### src/rtl/i2c_pkg.sv
// Shared I2C definitions: byte-engine command opcodes, sequencer states and
// the step-to-opcode map used by the transaction sequencer.
package i2c_pkg;

  localparam int I2C_ADDR_W = 7;
  localparam int I2C_BYTE_W = 8;
  localparam logic RD_BIT = 1'b1;
  localparam logic WR_BIT = 1'b0;
  localparam logic [2:0] WR_STOP_STEP = 3'd4;
  localparam logic [2:0] RD_STOP_STEP = 3'd6;

  typedef enum logic [2:0] {
    CMD_START   = 3'd0,
    CMD_WRITE   = 3'd1,
    CMD_READ    = 3'd2,
    CMD_RESTART = 3'd3,
    CMD_STOP    = 3'd4
  } cmd_op_e;

  typedef enum logic [1:0] {
    ST_IDLE  = 2'd0,
    ST_ISSUE = 2'd1,
    ST_WAIT  = 2'd2,
    ST_RESP  = 2'd3
  } seq_state_e;

  // Write: START, WR addr, WR reg, WR data, STOP.
  // Read:  START, WR addr, WR reg, RESTART, WR addr|1, READ, STOP.
  function automatic cmd_op_e step_op(input logic rnw, input logic [2:0] step);
    cmd_op_e op;
    op = CMD_STOP;
    if (rnw) begin
      case (step)
        3'd0:       op = CMD_START;
        3'd1, 3'd2: op = CMD_WRITE;
        3'd3:       op = CMD_RESTART;
        3'd4:       op = CMD_WRITE;
        3'd5:       op = CMD_READ;
        default:    op = CMD_STOP;
      endcase
    end else begin
      case (step)
        3'd0:             op = CMD_START;
        3'd1, 3'd2, 3'd3: op = CMD_WRITE;
        default:          op = CMD_STOP;
      endcase
    end
    return op;
  endfunction

endpackage

### src/rtl/rr_arbiter.sv
// Combinational round-robin arbiter: one-hot grant to the first valid index
// strictly after ptr, wrapping around.
module rr_arbiter #(
  parameter int NUM_REQ = 2,
  parameter int PTR_W   = 1
) (
  input  logic [NUM_REQ-1:0] valid,
  input  logic [PTR_W-1:0]   ptr,
  output logic [NUM_REQ-1:0] grant,
  output logic [PTR_W-1:0]   grant_idx
);

  logic found;

  always_comb begin
    grant     = '0;
    grant_idx = '0;
    found     = 1'b0;
    for (int i = 0; i < NUM_REQ; i++) begin
      if (!found && valid[i] && (i > int'(ptr))) begin
        grant[i]  = 1'b1;
        grant_idx = PTR_W'(i);
        found     = 1'b1;
      end
    end
    for (int i = 0; i < NUM_REQ; i++) begin
      if (!found && valid[i] && (i <= int'(ptr))) begin
        grant[i]  = 1'b1;
        grant_idx = PTR_W'(i);
        found     = 1'b1;
      end
    end
  end

endmodule

### src/rtl/i2c_req_sequencer.sv
// Shares one I2C byte engine between NUM_REQ register-access requesters,
// sequencing START/WRITE/RESTART/READ/STOP commands per transaction.
module i2c_req_sequencer
  import i2c_pkg::*;
#(
  parameter int NUM_REQ = 2,
  parameter int ADDR_W  = I2C_ADDR_W,
  parameter int DATA_W  = I2C_BYTE_W
) (
  input  logic                      clk_i,
  input  logic                      rst_ni,
  input  logic [NUM_REQ-1:0]        req_valid_i,
  output logic [NUM_REQ-1:0]        req_ready_o,
  input  logic [NUM_REQ-1:0]        req_rnw_i,
  input  logic [NUM_REQ*ADDR_W-1:0] req_addr_i,
  input  logic [NUM_REQ*DATA_W-1:0] req_reg_i,
  input  logic [NUM_REQ*DATA_W-1:0] req_wdata_i,
  output logic [NUM_REQ-1:0]        rsp_valid_o,
  output logic [DATA_W-1:0]         rsp_rdata_o,
  output logic                      rsp_err_o,
  output logic                      cmd_valid_o,
  input  logic                      cmd_ready_i,
  output cmd_op_e                   cmd_op_o,
  output logic [DATA_W-1:0]         cmd_data_o,
  output logic                      cmd_nack_o,
  input  logic                      done_valid_i,
  input  logic [DATA_W-1:0]         done_data_i,
  input  logic                      done_nack_i,
  output logic                      busy_o,
  output seq_state_e                dbg_state_o
);

  localparam int PTR_W = (NUM_REQ > 1) ? $clog2(NUM_REQ) : 1;

  // Handshakes: a request/command transfers on the edge where valid and ready
  // are both high; the offering side holds its payload stable until then.
  logic [1:0] rst_sync_q;
  logic       rst_n;

  always_ff @(posedge clk_i or negedge rst_ni) begin
    if (!rst_ni) rst_sync_q <= '0;
    else         rst_sync_q <= {rst_sync_q[0], 1'b1};
  end
  assign rst_n = rst_sync_q[1];

  seq_state_e          state_q, state_d;
  logic [2:0]          step_q, step_d;
  logic [PTR_W-1:0]    ptr_q, grant_idx;
  logic [NUM_REQ-1:0]  owner_q, grant, arb_valid;
  logic                rnw_q, err_q, grant_en_q, accept;
  logic [ADDR_W-1:0]   addr_q;
  logic [DATA_W-1:0]   reg_q, wdata_q, rdata_q, cur_data;
  logic [2:0]          last_step;
  cmd_op_e             cur_op;

  assign arb_valid = (state_q == ST_IDLE && grant_en_q) ? req_valid_i : '0;

  rr_arbiter #(.NUM_REQ(NUM_REQ), .PTR_W(PTR_W)) u_arb (
    .valid     (arb_valid),
    .ptr       (ptr_q),
    .grant     (grant),
    .grant_idx (grant_idx)
  );

  assign accept    = |grant;
  assign cur_op    = step_op(rnw_q, step_q);
  assign last_step = rnw_q ? RD_STOP_STEP : WR_STOP_STEP;

  always_comb begin
    cur_data = '0;
    if (cur_op == CMD_WRITE) begin
      case (step_q)
        3'd1:    cur_data = DATA_W'({addr_q, WR_BIT});
        3'd2:    cur_data = reg_q;
        3'd3:    cur_data = wdata_q;
        3'd4:    cur_data = DATA_W'({addr_q, RD_BIT});
        default: cur_data = '0;
      endcase
    end
  end

  always_comb begin
    state_d = state_q;
    step_d  = step_q;
    case (state_q)
      ST_IDLE: begin
        if (accept) begin
          state_d = ST_ISSUE;
          step_d  = '0;
        end
      end
      ST_ISSUE: if (cmd_ready_i) state_d = ST_WAIT;
      ST_WAIT: begin
        if (done_valid_i) begin
          if (step_q == last_step) begin
            state_d = ST_RESP;
          end else begin
            state_d = ST_ISSUE;
            // A NACKed byte abandons the transfer but still releases the bus.
            step_d  = (cur_op == CMD_WRITE && done_nack_i) ? last_step : step_q + 3'd1;
          end
        end
      end
      ST_RESP: state_d = ST_IDLE;
      default: state_d = ST_IDLE;
    endcase
  end

  always_ff @(posedge clk_i or negedge rst_n) begin
    if (!rst_n) begin
      state_q    <= ST_IDLE;
      step_q     <= '0;
      ptr_q      <= PTR_W'(NUM_REQ - 1);
      owner_q    <= '0;
      grant_en_q <= 1'b0;
      rnw_q      <= 1'b0;
      addr_q     <= '0;
      reg_q      <= '0;
      wdata_q    <= '0;
      rdata_q    <= '0;
      err_q      <= 1'b0;
    end else begin
      state_q    <= state_d;
      step_q     <= step_d;
      grant_en_q <= 1'b1;
      if (accept) begin
        ptr_q   <= grant_idx;
        owner_q <= grant;
        rnw_q   <= req_rnw_i[grant_idx];
        addr_q  <= req_addr_i[grant_idx*ADDR_W +: ADDR_W];
        reg_q   <= req_reg_i[grant_idx*DATA_W +: DATA_W];
        wdata_q <= req_wdata_i[grant_idx*DATA_W +: DATA_W];
        rdata_q <= '0;
        err_q   <= 1'b0;
      end
      if (state_q == ST_WAIT && done_valid_i) begin
        if (cur_op == CMD_READ) rdata_q <= done_data_i;
        if (cur_op == CMD_WRITE && done_nack_i) err_q <= 1'b1;
      end
    end
  end

  assign req_ready_o = grant;
  assign cmd_valid_o = (state_q == ST_ISSUE);
  assign cmd_op_o    = cmd_valid_o ? cur_op : CMD_START;
  assign cmd_data_o  = cmd_valid_o ? cur_data : '0;
  assign cmd_nack_o  = cmd_valid_o && (cur_op == CMD_READ);
  assign rsp_valid_o = (state_q == ST_RESP) ? owner_q : '0;
  assign rsp_rdata_o = (state_q == ST_RESP && !err_q) ? rdata_q : '0;
  assign rsp_err_o   = (state_q == ST_RESP) && err_q;
  assign busy_o      = (state_q != ST_IDLE);
  assign dbg_state_o = state_q;

endmodule
### config.mk
export PLATFORM = sky130hd
export DESIGN_NAME = i2c_req_sequencer
export DESIGN_NICKNAME = d
export VERILOG_FILES = /design/src/rtl/i2c_pkg.sv /design/src/rtl/rr_arbiter.sv /design/src/rtl/i2c_req_sequencer.sv
export SDC_FILE = /design/constraint.sdc
export NUM_CORES = 1
export LEC_CHECK = 0
export ABC_AREA = 1
export CAP_MARGIN = 20
export CORE_MARGIN = 2
export CORE_UTILIZATION = 50
export DETAILED_ROUTE_END_ITERATION = 10
export DONT_BUFFER_PORTS = 1
export GPL_TIMING_DRIVEN = 0
export PLACE_DENSITY = 0.75
export SETUP_SLACK_MARGIN = 0.15
export SKIP_CTS_REPAIR_TIMING = 1
export SLEW_MARGIN = 10
export SYNTH_ARGS = -nofsm -noshare
export SYNTH_HDL_FRONTEND = slang
export SYNTH_SLANG_ARGS = --single-unit
export TNS_END_PERCENT = 1
### constraint.sdc
create_clock -name clk_i -period 2.5 [get_ports clk_i]
set_input_delay 0.625 -clock clk_i [delete_from_list [all_inputs] [get_ports clk_i]]
set_output_delay 0.625 -clock clk_i [all_outputs]
set_load 0.01 [all_outputs]
==> results.cfg <==
[layout]
fin_nets = 423
final_common_cell = nand2_1
area_delta_synth_final_pct = 18.8
n_fill_cell = 478
finalNonFillerCells = 426
antenna_cells = 0
final_cell_area_sq_um = 3050
mostFrequentLayoutCells = nand2_1, nor2_1, dfrtp_1
drive_above_1_share_pct = 23.6

[critical_path]
endpoint_kind = output port
reg2reg_depth = 10
crit_chain = inv_2 -> ha_4 -> inv_2 -> nor2_4 -> nor2_2 -> nand2_2 -> nand2_4 -> a31oi_4 -> buf_12 -> nand2_2 -> nor2_4
arrival_ps = 1930
rrSetupSlack_ps = 610
critPathMaxFanout = 8
r2r-end = rdata_q[3]
startpoint = step_q[0]
cp_top_family = simple AND/OR/NAND/NOR gates
cp-start-kind = flop
critPathBufInv = 3
critPathKind = reg2out
slowest_delay_ps = 460
required_ps = 1880
cp_slowest_cell = dfrtp_2
rr_startpoint = step_q[1]

[route]
dr.pass1.iters = 4
drt-vias-per-instance = 5.38
drc = 0
wl_microns = 6580
drt_iter0_drc = 152
dr_total_vias = 2290
ant_nets = 0
wl_per_cell_microns = 15.4

[clock_tree]
cts_max_level = 2
cts_buffers = 5
clk_latency_ps = 300
clockRootBuffer = clkbuf_8
cts_buffer_depth = 2
cts_tree = done
cts_sinks = 44
clk_pin_slew_ps = 80

[synthesis]
synth.distinct_cells = 34
synth-async-reset-ratio_pct = 100
synth_xor_area_share_pct = 0
synth_area_leader_cell = dfrtp_1
synth_top_family_by_area = simple AND/OR/NAND/NOR gates
synth.cell_area_sq_um = 2570
synth_top_cell_area_share_pct = 41.9
ys_seq_area_share_pct = 43.0
yosysWarningCount = 0
yosys.area_share.simple_pct = 27.1
synth-compound-area-share_pct = 17.4
synth.area.top_cells = dfrtp_1, nand2_1, nor2_1
yosys_register_bits = 44
synth_edf_count = 0
synthAdderAreaFrac_pct = 2.44
synth_cells = 338
synth.avg_cell_area_sq_um = 7.59
ys.flop_type = dfrtp_1
synthMuxAreaShare_pct = 0

[placed_design]
place_area_sq_um = 2680
dp_cells = 410
globalplace.congestion = 0.924
portBuffers = 0
place_hpwl_microns = 4970

[grt]
antenna_found_initial = 0
grt_pass1_wl_microns = 9890
grt_usage_pct = 23.2
grt_pass1_vias = 2068
grt_max_degree = 30
grt_overflow = 0

[pwr]
power_frac_seq_pct = 39.8
p_clk_share_pct = 19.0
p_switching_uw = 1180
power_frac_comb_pct = 41.2
total_power_uw = 2850
leakage_uw = 0.00129
swShare_pct = 41.2
p_per_area_nw_per_um2 = 935
peakVddDrop_mv = 0.469
internal_power_uw = 1680

[timing]
fin_ws_ps = -50.8
final_max_slew_viol_count = 0
period_share_pct = 102
skew_ps = 9.24
fmax_ghz = 0.392
hold_viol = 0
setup_viol = 10
hold_slack_ps = 170
rsz0062_at_grt = yes
period_needed_ps = 2550

[run]
maxCapViolations = 0

[die]
rows = 26
ioPinCount = 92
die-area_sq_um = 5720
die_h_microns = 75.6
start_util_pct = 50.9
core_sq_um = 5040
die_w_microns = 75.6

[status]
violations = setup timing
status = complete, but fails checks

[worst_hold_path]
hold_class = reg2async
[per-stage QoR]
stage	util [%]	setup TNS [ps]	worst slack, ps
2_1_floorplan	-	0	198
3_3_place_gp	52.7	0	37.8
3_5_place_dp	53.1	0	37.8
4_1_cts	55.3	-2630	-309
5_1_grt	60.5	-1240	-146
6_report	60.5	-285	-50.8
[cells by family (layout without fill, tap and decap cells)]
| group | count (synthesis) | after routing |
|---|---|---|
| AND/OR/NAND/NOR | 157 | 157 |
| AO/OA/AOI/OAI | 75 | 75 |
| buffers and inverters | 56 | 73 |
| flip-flops | 44 | 44 |
| adder cells (fa/ha/maj) | 5 | 5 |
| other | 1 | 2 |
[registers in the layout, indices dropped and copies added, names as in the netlist]
register and cells:
addr_q 7, dbg_state_o 2, err_q 1, grant_en_q 1, owner_q 2, ptr_q 1, rdata_q 8, reg_q 8
rnw_q 1, rst_sync_q 2, step_q 3, wdata_q 8
[how the worst max path moves through the flow]
stage	depth (start not counted)	endpoint	slack [ps]
after global routing	11	cmd_data_o[4]	-150
after floorplan	8	cmd_op_o[2]	200
final	11	cmd_data_o[4]	-50
after CTS	8	cmd_op_o[2]	-310
after global placement	8	cmd_op_o[2]	40
after detailed placement	8	cmd_op_o[2]	40
[worst register-to-register path: stages, from the launching register on]
cell and delay (ps):
dfrtp_2 480, inv_2 120, ha_4 170, inv_2 50, nand2_1 120, nand3_1 200
a21oi_4 230, buf_4 160, nand3_4 120, nand2_1 100, nand2_1 50
[final cells by class]
type | count | area (sq um) | area share [%]
clock inverter | 2 | 35.0 | 1.15
tap | 70 | 87.6 | 2.87
inverter | 43 | 164 | 5.38
buffer | 13 | 101 | 3.32
multi-input combinational | 239 | 1390 | 45.4
clock buffer | 6 | 72.6 | 2.38
timing repair buffer | 9 | 95.1 | 3.12
sequential | 44 | 1110 | 36.4
[routing by layer]
metal  share of wire, %  vias to the layer above  global-route usage, %
met5                  0                        -                      0
met2                 50                       82                   38.2
li1                   -                     1136                      -
met1                 41                     1059                   29.5
met4                2.1                        0                   8.58
met3                7.6                       13                   6.08
[Yosys cell counts, types with 2 or more instances]
| master | n |
|---|---|
| nand2_1 | 68 |
| nor2_1 | 60 |
| dfrtp_1 | 43 |
| inv_1 | 39 |
| o21ai_0 | 25 |
| a21oi_1 | 16 |
| nand4_1 | 13 |
| o22ai_1 | 12 |
| o21ai_1 | 10 |
| buf_2 | 5 |
| ha_1 | 5 |
| nand2_2 | 5 |
| o211ai_1 | 5 |
| buf_6 | 4 |
| nand3_1 | 4 |
| inv_2 | 3 |
| buf_4 | 2 |
| nand3_2 | 2 |
| o221ai_1 | 2 |
[power groups by stage]
stage          clock, uW  combinational (uW)  sequential, uW
2_1_floorplan          0                 792            1090
3_3_place_gp           0                 971            1130
3_5_place_dp           0                1010            1140
4_1_cts              548                1010            1120
5_1_grt              583                1310            1160
6_report             541                1180            1130
(Power assumes the default switching activity.)
==> variant, RTL diff (config.mk and constraints unchanged) <==
`NUM_REQ` is set to 2 in 2 places; all go to 1.
--- a/src/rtl/rr_arbiter.sv
+++ b/src/rtl/rr_arbiter.sv
@@ -1,7 +1,7 @@
 // Combinational round-robin arbiter: one-hot grant to the first valid index
 // strictly after ptr, wrapping around.
 module rr_arbiter #(
-  parameter int NUM_REQ = 2,
+  parameter int NUM_REQ = 1,
   parameter int PTR_W   = 1
 ) (
   input  logic [NUM_REQ-1:0] valid,
--- a/src/rtl/i2c_req_sequencer.sv
+++ b/src/rtl/i2c_req_sequencer.sv
@@ -3,7 +3,7 @@
 module i2c_req_sequencer
   import i2c_pkg::*;
 #(
-  parameter int NUM_REQ = 2,
+  parameter int NUM_REQ = 1,
   parameter int ADDR_W  = I2C_ADDR_W,
   parameter int DATA_W  = I2C_BYTE_W
 ) (
Ports: changed (7 resized); port bits go from 92 to 65. The function was not compared with the original's and may differ.
==> variant against the unedited design <==
Design area shrank 10%. Sequential cell count shrank 2. Setup slack gained 0.073 ns. First-iteration DRC count shrank 7.2%. Area after synthesis shrank 12%. Total power grew 9.7%. Routed wire length shrank 22%. Critical path type unchanged. Critical endpoint is now cmd_data_o[6].
==> variant: results (changes against the unedited design) <==
stage	metric	value	unit	change
status	outcome	finished clean		
min_path	hp-class	input port to async pin		
logic_synthesis	synth.yosys.warnings	0		unchanged
cts	tritoncts.num_buffers	5		unchanged
final_layout	drive_gt1_frac	0.240		+0.00417
cts	h-tree-depth	2		unchanged
final_layout	regs_by_ff_count	rdata_q x8, reg_q x8, wdata_q x8		
global_routing	grt_pass1_wl	8000	um	-19%
critical_path	timing.critical_path.fanout_max	8		unchanged
cts	clk_path_buf_depth	2		unchanged
placed_design	gpl.final_weighted_congestion	0.834		-9.8%
placed_design	dpl_cell_area	2350	sq um	-12%
pwr	netSwitchingFraction	0.427		+0.0151
cts	ctsRootBufferMaster	clkbuf_8		
logic_synthesis	synth.distinct_cells	23		-32%
global_routing	number_of_global_route_vias_before_repair	1828		-12%
pwr	worst_ir_drop_on_vdd	0.638	mV	+36%
cts	clock_insertion_delay_worst_skew	0.29	ns	
placed_design	placement.io_buffers	0		unchanged
logic_synthesis	seq_area_frac_synth	0.466		+0.0363
final_layout	nFillCells	363		-24%
cts	clk_pin_slew_worst_paths	0.08	ns	about the same
routing	num_vias	1939		-15%
timing	clock_skew	0.0114	ns	+0.00219 ns
critical_path	cpMaxStageDelayCell	dfrtp_2		
final_layout	finish.net_count	371		-12%
final_layout	post_layout_nonfiller_instances	381		-11%
placed_design	detailedPlacementHpwl	3460	um	-30%
routing	detailedRoute.firstPassIterationCount	4		unchanged
logic_synthesis	async_flop_share	1.00		unchanged
critical_path	worst-endpoint-arrival	1.85	ns	-0.08 ns
final_layout	n_antenna_cell	0		unchanged
critical_path	slowest_delay	0.46	ns	about the same
logic_synthesis	syn_inst	306		-9.5%
routing	starting_drt_drc_count	141		-7.2%
global_routing	grt_antenna_before_repair	0		unchanged
placed_design	placed_cells	360		-12%
routing	avgRoutedWirePerCell	13.5	um	-13%
logic_synthesis	synthTopCellsByArea	dfrtp_1 47%, nand2_1 22%, nor2_1 6.3%		
pwr	power.static_leakage	0.00134	uW	+3.8%
logic_synthesis	synth_commonest_cells	130 x nand2_1, 42 x dfrtp_1, 38 x nor2_1		
global_routing	grt_use_total	0.200		-0.0319
global_routing	grt_max_degree	33		+10%
-- variant: power groups by stage --
stage / logic (uW) / registers (uW) / clock network [uW]
3_5_place_dp: 1030 / 1110 / 0
2_1_floorplan: 839 / 1070 / 0
5_1_grt: 1650 / 1150 / 559
3_3_place_gp: 999 / 1120 / 0
4_1_cts: 1040 / 1100 / 531
6_report: 1480 / 1120 / 524
-- variant: worst max-delay path: cells and delay by family (launching register included) --
kind                     cells  cell delay [ns]
adder cells (fa/ha/maj)      1             0.21
buffers and inverters        3             0.32
flip-flops                   1             0.46
AND/OR/NAND/NOR              4             0.40
AO/OA/AOI/OAI                1             0.17
-- variant: worst paths after layout --
path | from | to | slack, ns | depth (start not counted)
worst max-delay path | step_q[1] | cmd_data_o[6] | 0.02 | 9
worst min register to register | rst_sync_q[1] | rdata_q[1] | 0.13 | 0
min in group clk_i | rst_sync_q[0] | rst_sync_q[1] | 0.36 | 0
max in group asynchronous | rst_sync_q[1] | step_q[0] | 1.93 | 1
worst max register to register | step_q[1] | rdata_q[5] | 0.59 | 13
worst min-delay path | rst_ni | rst_sync_q[1] | 0.02 | 0
-- variant: cell families after synthesis --
group	share of synthesized area
simple gates	0.366
buf+inv	0.0826
flops	0.466
compound gates	0.0560
fa+ha+maj	0.0277
other cells	0.00166
-- variant: area by class of cell --
cell class	instances	area, sq um	area share
clock buffer	7	76.3	0.0279
buffer	7	47.5	0.0174
multi-input combinational	221	1180	0.431
sequential	42	1060	0.386
tap	52	65.1	0.0237
timing repair buffer	14	143	0.0521
clock inverter	1	30.0	0.0110
inverter	37	141	0.0516
-- variant: stage by stage --
step	util	worst slack (ns)	setup TNS, ns
floorplan	-	0.316	0
global placement	0.534	-0.0301	-0.0568
detailed placement	0.539	-0.0683	-0.298
CTS	0.563	-0.397	-3.13
global route	0.629	-0.0677	-0.433
finish	0.629	0.0227	0
-- variant: per-layer routing --
layer / global-route usage / share of wire
met5: 0 / 0
met4: 0.0545 / 0.010
met3: 0.0541 / 0.047
met2: 0.333 / 0.50
met1: 0.258 / 0.44
